## config.mk

```make
export PLATFORM = sky130hd
export DESIGN_NAME = ib_pressure_fifo
export DESIGN_NICKNAME = d
export VERILOG_FILES = /design/src/rtl/noc_pkg.sv /design/src/rtl/ib_mem.sv /design/src/rtl/ib_pressure_fifo.sv
export SDC_FILE = /design/constraint.sdc
export NUM_CORES = 1
export LEC_CHECK = 0
export CORE_MARGIN = 2
export CORE_UTILIZATION = 30
export CTS_BUF_LIST = sky130_fd_sc_hd__clkbuf_2 sky130_fd_sc_hd__clkbuf_4 sky130_fd_sc_hd__clkbuf_8
export CTS_CLUSTER_DIAMETER = 30
export DETAILED_ROUTE_END_ITERATION = 6
export DONT_BUFFER_PORTS = 1
export PLACE_DENSITY = 0.43
export SLEW_MARGIN = 30
export SYNTH_ARGS = -nofsm -noshare
export SYNTH_HDL_FRONTEND = slang
export SYNTH_SLANG_ARGS = --single-unit
```

## constraint.sdc

```tcl
create_clock -name ib_clk -period 5.7 [get_ports ib_clk]
set_input_delay 1.425 -clock ib_clk [delete_from_list [all_inputs] [get_ports ib_clk]]
set_output_delay 1.425 -clock ib_clk [all_outputs]
set_load 0.05 [all_outputs]
```

## src/rtl/noc_pkg.sv

```systemverilog
// Shared NoC router definitions: packet field layout, direction codes and
// default input-buffer sizing.
package noc_pkg;

  localparam int unsigned DATASIZE = 40;

  localparam int unsigned SRC_MSB  = 39;
  localparam int unsigned SRC_LSB  = 36;
  localparam int unsigned DST_MSB  = 35;
  localparam int unsigned DST_LSB  = 32;
  localparam int unsigned TS_MSB   = 31;
  localparam int unsigned TS_LSB   = 24;
  localparam int unsigned DATA_MSB = 23;
  localparam int unsigned DATA_LSB = 2;
  localparam int unsigned TYPE_MSB = 1;
  localparam int unsigned TYPE_LSB = 0;

  localparam int unsigned IB_DEPTH = 8;
  localparam int unsigned IB_WIDTH = 3;

  typedef enum logic [3:0] {
    DIR_LOCAL   = 4'b0000,
    DIR_W       = 4'b0100,
    DIR_N       = 4'b1000,
    DIR_INVALID = 4'b1111
  } dir_e;

endpackage

```

## src/rtl/ib_mem.sv

```systemverilog
// Input-buffer storage: DEPTH x DATASIZE register array, one synchronous
// write port and one asynchronous read port. Contents are never reset.
module ib_mem
  import noc_pkg::*;
#(
  parameter int unsigned DEPTH    = IB_DEPTH,
  parameter int unsigned WIDTH    = IB_WIDTH,
  parameter int unsigned DATASIZE = noc_pkg::DATASIZE
) (
  input  logic                ib_clk,
  input  logic                we,
  input  logic [WIDTH-1:0]    waddr,
  input  logic [DATASIZE-1:0] wdata,
  input  logic [WIDTH-1:0]    raddr,
  output logic [DATASIZE-1:0] rdata
);

  logic [DATASIZE-1:0] mem [DEPTH];

  always_ff @(posedge ib_clk) begin
    if (we) mem[waddr] <= wdata;
  end

  assign rdata = mem[raddr];

endmodule

```

## src/rtl/ib_pressure_fifo.sv

```systemverilog
// Per-port router input buffer: first-word-fall-through FIFO that publishes
// its occupancy as a pressure value for adaptive route selection.
module ib_pressure_fifo
  import noc_pkg::*;
#(
  parameter int unsigned DEPTH    = IB_DEPTH,
  parameter int unsigned WIDTH    = IB_WIDTH,
  parameter int unsigned DATASIZE = noc_pkg::DATASIZE
) (
  input  logic                ib_clk,
  input  logic                rst_n,
  input  logic [DATASIZE-1:0] link_data_in,
  input  logic                link_valid_in,
  output logic                link_ready_out,
  output logic [DATASIZE-1:0] data_out,
  output logic                valid_out,
  input  logic                rc_ready,
  output logic [WIDTH:0]      pressure_out,
  output logic                overflow_err
);

  localparam logic [WIDTH:0] FULL_CNT = (WIDTH+1)'(DEPTH);

  logic [WIDTH-1:0]    wr_ptr;
  logic [WIDTH-1:0]    rd_ptr;
  logic [WIDTH:0]      count;
  logic [DATASIZE-1:0] rd_data;
  logic                full;
  logic                empty;
  logic                push;
  logic                pop;

  assign full  = (count == FULL_CNT);
  assign empty = (count == '0);
  // Push is gated on the registered full flag, so a same-cycle pop never frees a slot early.
  assign push  = link_valid_in & ~full;
  assign pop   = ~empty & rc_ready;

  assign link_ready_out = ~full;
  assign valid_out      = ~empty;
  assign data_out       = empty ? '0 : rd_data;
  assign pressure_out   = count;

  ib_mem #(
    .DEPTH    (DEPTH),
    .WIDTH    (WIDTH),
    .DATASIZE (DATASIZE)
  ) u_mem (
    .ib_clk (ib_clk),
    .we     (push),
    .waddr  (wr_ptr),
    .wdata  (link_data_in),
    .raddr  (rd_ptr),
    .rdata  (rd_data)
  );

  always_ff @(posedge ib_clk) begin
    if (!rst_n) begin
      wr_ptr       <= '0;
      rd_ptr       <= '0;
      count        <= '0;
      overflow_err <= 1'b0;
    end else begin
      if (push) wr_ptr <= wr_ptr + WIDTH'(1);
      if (pop)  rd_ptr <= rd_ptr + WIDTH'(1);
      case ({push, pop})
        2'b10:   count <= count + (WIDTH+1)'(1);
        2'b01:   count <= count - (WIDTH+1)'(1);
        default: count <= count;
      endcase
      if (link_valid_in && full) overflow_err <= 1'b1;
    end
  end

endmodule

```

# Yosys cells after proc, flatten, opt, wreduce, memory -nomap -nowiden
# Memories as Yosys holds them, arrays and structs flattened. A register that Yosys moved wholly into a read port is not among the register bits.
# Index checks and enable logic that the tools add are counted.
# word_totals
reg_bits	11
mem_bits_rw	320
input_bits	44
output_inout_bits	47
elab_cells	25
memories	1
# memory_table
name	words	word_bits	rd	rd_clocked_by_memory_dff	write_ports	line	source
u_mem.mem	8	40	1	1	1	ib_mem.sv:18	logic [DATASIZE-1:0] mem [DEPTH];
# op_classes
addsub	4
eq_ne	3
muxes	6
bitwise	4
n_reduce_logical	3
# op_table
operator	n
$mux 40	1
$pmux 4 s2	1
$add 3x1->3 const B	2
$mux 3	2
$add 4x1->4 const B	1
$eq 4x4->1 const B	1
$logic_not 4->1	1
$sub 4x1->4 const B	1
$and 1x1->1	2
$eq 2x1->1 const B	1
$eq 2x2->1 const B	1
$mux 1	2
$not 1->1	2
$reduce_bool 2->1	1
$logic_and 1x1->1	1

# Longest topological paths before layout
# logic_depth
ltp_word	5
ltp_mapped	11
mapped_depth_nobuf	10

# By module
# Synthesis repeated with hierarchy kept, for this count alone.
# hier_totals
cells_unflattened	581
area_unflattened_um2	13233.9
# modules_own_cells
mod	n_inst	cells_per_inst	area_per_inst_um2	seq_area_each_um2
ib_mem	1	475	12370.6	9609.2
ib_pressure_fifo	1	106	863.3	220.2

# Least setup slack after synthesis
# Ideal clock, no wire load.
# synth_timing
kind	input -> register
start	in link_valid_in
end	mem u_mem.mem[0][0], enable pin
setup_time_ps	537
arrival_time_ps	5301
required_ps	5163
path_slack_ps	-138
path_stages	2
n_path_buf	0
cell_sequence	nand2_8 > nor4_1
# synth_between
elab_chain_cells	3
# synth_lines
element	line	source
start: declaration	ib_pressure_fifo.sv:13	input logic link_valid_in,
$and 1x1->1	ib_pressure_fifo.sv:36	assign push = link_valid_in & ~full;
$mux 1	ib_mem.sv:21	if (we) mem[waddr] <= wdata;
$mux 1 (not written as such)	ib_mem.sv:21	
end: declaration	ib_mem.sv:18	
# No other way between the ends.

==> impl_metrics.csv <==
group,metric,value,unit
run_status,status,"complete, no violations",
synth,synth_area,12840,µm²
cts,cts_buffer_depth,3,
critical_path,worst-path-buf-inv,1,
synth,synthFlopType,"edfxtp_1",
layout,stdcell_area,15390,µm²
global_routing,grt_max_degree,41,
job,drv_cap,0,
placed_design,place_congestion,0.7109,
power_and_ir_drop,comb_power_share,25.3,%
synth,synthTopCellsByCount,"edfxtp_1, mux4_2, nor2_1",
critical_path,critPathKind,"reg2out",
synth,ys_seq_area_share,77.00,%
cts,cts_root_buf,"clkbuf_8",
synth,synth_fp_nets,634,
sta,rsz0062_at_grt,"no",
critical_path,path_max_fanout,27,
critical_path,ff2ff_path_depth,4,
sta,final.setup_skew,20.49,ps
power_and_ir_drop,power_switching,2.762,mW
power_and_ir_drop,peakVddDrop,202.8,µV
synth,synth_seq_cells,334,
cts,cts_buffers,79,
critical_path,reg2reg_from,"pressure_out[1]",
cts,cts_tree,"built",
global_routing,grt_overflow,0,
synth,synth.largest_area_cell,"edfxtp_1",
die,die_y,210.9,µm
detailed_routing,drcViolationCount,0,
critical_path,critical_path_arrival,3010,ps
global_routing,antenna_found_initial,0,
layout,nets,706,
synth,yosys_warnings,0,
global_routing,grt_pass1_vias,6708,
cts,cts_htree_levels,3,
critical_path,rrSetupSlack,2120,ps
synth,yosysTopAreaCellShare,74.82,%
placed_design,dpl-instance-area,13630,µm²
critical_path,endpoint,"data_out[23]",
die,dieArea,44480,µm²
critical_path,worstSetupEndpointType,"output pin",
layout,instances_no_fill,1261,
sta,timing.final.crit_share,77.75,%
cts,clkSinkCount,334,
placed_design,dp_hpwl,15730,µm
die,start_util,30.48,%
power_and_ir_drop,power_frac_seq,37.7,%
power_and_ir_drop,p_leak,4.770,nW
power_and_ir_drop,clkPwrFrac,37.0,%
critical_path,timing.rr.end,"u_mem.mem[5][2]",
cts,worstSkewPairLatency,620,ps
critical_path,crit_path_cell_trace,"buf_4 > mux4_2 > mux2i_1 > nor2_1",
power_and_ir_drop,power_density,528.6,nW/µm²
synth,yosys-top-cells-area,"edfxtp_1, mux4_2, mux2i_1, dfxtp_1, nor2_1",
layout,area_growth_syn_to_layout,19.80,%
layout,drive_above_1_share,35.60,%
sta,setup_viol,0,
synth,synth.most_common_cell,"edfxtp_1",
detailed_routing,final_antenna_net_count,0,
detailed_routing,first_pass_iters,4,
synth,async_flop_share,0,%
layout,antenna_cells,0,
sta,relSlewSlack,33.45,%
global_routing,grt_usage,13.36,%
detailed_routing,wl_per_cell,22.96,µm
critical_path,slowest_delay,780,ps
die,die_w,210.9,µm
cts,post_cts_buffers,0,
synth,synth_edf_count,320,
sta,tns,0,ps
placed_design,port-buffer-count,0,
power_and_ir_drop,internal-power,5.371,mW
detailed_routing,routed_via_density,4.730,
critical_path,required,4280,ps
sta,tightest_slew,994.6,ps
detailed_routing,drt_iter0_markers,375,
sta,slew_violations,0,
die,ios,91,
critical_path,crit_cells,4,
critical_path,critPathTopFamily,"simple AND/OR/NAND/NOR gates",
synth,synthDistinctLibCells,37,
synth,synthCells,585,
critical_path,start_kind,"flop",
die,core-area,42130,µm²
sta,hold_viol,0,
critical_path,cpMaxStageDelayCell,"nor2_1",
cts,ctsHoldBuffers,0,
global_routing,grt_pass1_wl,42590,µm
detailed_routing,vias,5965,
detailed_routing,wl,28950,µm
synth,synth_area_per_cell,21.95,µm²
power_and_ir_drop,power.total,8.133,mW
die,num_rows,75,
placed_design,placed_cells_incl_taps,1115,
sta,min_period,4432,ps
sta,fmax,225.6,MHz
cts,cts_resized,0,
hold_path,hold_path_class,"reg2reg",
power_and_ir_drop,swShare,33.96,%
cts,clk_pin_slew,50,ps
[cell usage in the layout, fill, tap and decap left out, types with 4 or more instances in the layout]
cell and count:
nor2_1 35, bufinv_16 10, mux2i_1 43, xnor2_1 4
nand2_1 4, mux4_2 80, clkbuf_8 81, clkbuf_4 14
clkinv_2 13, edfxtp_1 320, buf_4 21, nor3_2 4
and2_1 6, nor2_2 6, clkinv_1 14, clkinvlp_4 10
ha_1 5, dfxtp_1 11
[power groups by stage]
| stage | Sequential, mW | Combinational (mW) | Clock [mW] |
|---|---|---|---|
| after floorplan | 3.02 | 1.75 | 0 |
| after global placement | 3.13 | 2.05 | 0 |
| after detailed placement | 3.12 | 2.11 | 0 |
| after CTS | 3.07 | 2.11 | 3.09 |
| after global routing | 3.09 | 2.19 | 3.21 |
| final | 3.07 | 2.06 | 3.01 |
[routing by layer]
layer  vias to the layer above  global-route usage [%]  share of wire [%]
li1                       2586                       -                  -
met1                      3174                   15.16                 40
met2                       149                   22.91                 51
met3                        56                   4.564                6.5
met4                         0                   5.877                2.5
met5                         -                       0                  0
[worst register-to-register path: stages (launching register included)]
cell and delay [ps]:
dfxtp_1 810, or4b_1 760, nand3_1 450, nor2_4 840
buf_4 390
[registers in the layout (all words and copies together), names as in the netlist, named ones only]
register	flops
rd_ptr	3
overflow_err	1
wr_ptr	3
pressure_out	4
u_mem.mem	320
[worst min-delay path by stage]
| stage | from | end | slack (ps) | cells after the start |
|---|---|---|---|---|
| after floorplan | wr_ptr[1] | wr_ptr[1] | 510 | 2 |
| after global placement | rd_ptr[1] | flop | 540 | 2 |
| after detailed placement | rd_ptr[1] | flop | 580 | 2 |
| after CTS | rd_ptr[1] | flop | 580 | 2 |
| after global routing | rd_ptr[2] | flop | 620 | 2 |
| final | rd_ptr[1] | flop | 580 | 2 |
[cell families (layout without fill, tap and decap cells)]
kind of cell / after synthesis / after routing / synth area share (%)
multiplexers: 124 / 124 / 17.47
flip-flops: 334 / 334 / 77.00
buffers and inverters: 33 / 170 / 1.286
XOR/XNOR: 7 / 7 / 0.4774
AND/OR/NAND/NOR: 75 / 75 / 2.893
AO/OA/AOI/OAI: 7 / 7 / 0.3896
adder cells (fa/ha/maj): 5 / 5 / 0.4871
[metrics by stage]
stage          util (%)  hold slack, ps  worst slack [ps]
5_1_grt           36.52           620.4             985.0
3_5_place_dp      32.34           576.6              1770
4_1_cts           36.50           580.1              1105
3_3_place_gp      32.25           535.9              1735
2_1_floorplan         -           505.2             908.6
6_report          36.52           575.8              1268
[final cells by class]
cell class | count | area [µm²]
Fill cell | 3856 | 26750
Sequential cell | 334 | 9901
Multi-Input combinational cell | 218 | 2870
Clock buffer | 95 | 1220
Tap cell | 539 | 674.4
Clock inverter | 51 | 535.5
Timing Repair Buffer | 22 | 177.7
Inverter | 2 | 7.507
(Power assumes the default switching activity.)
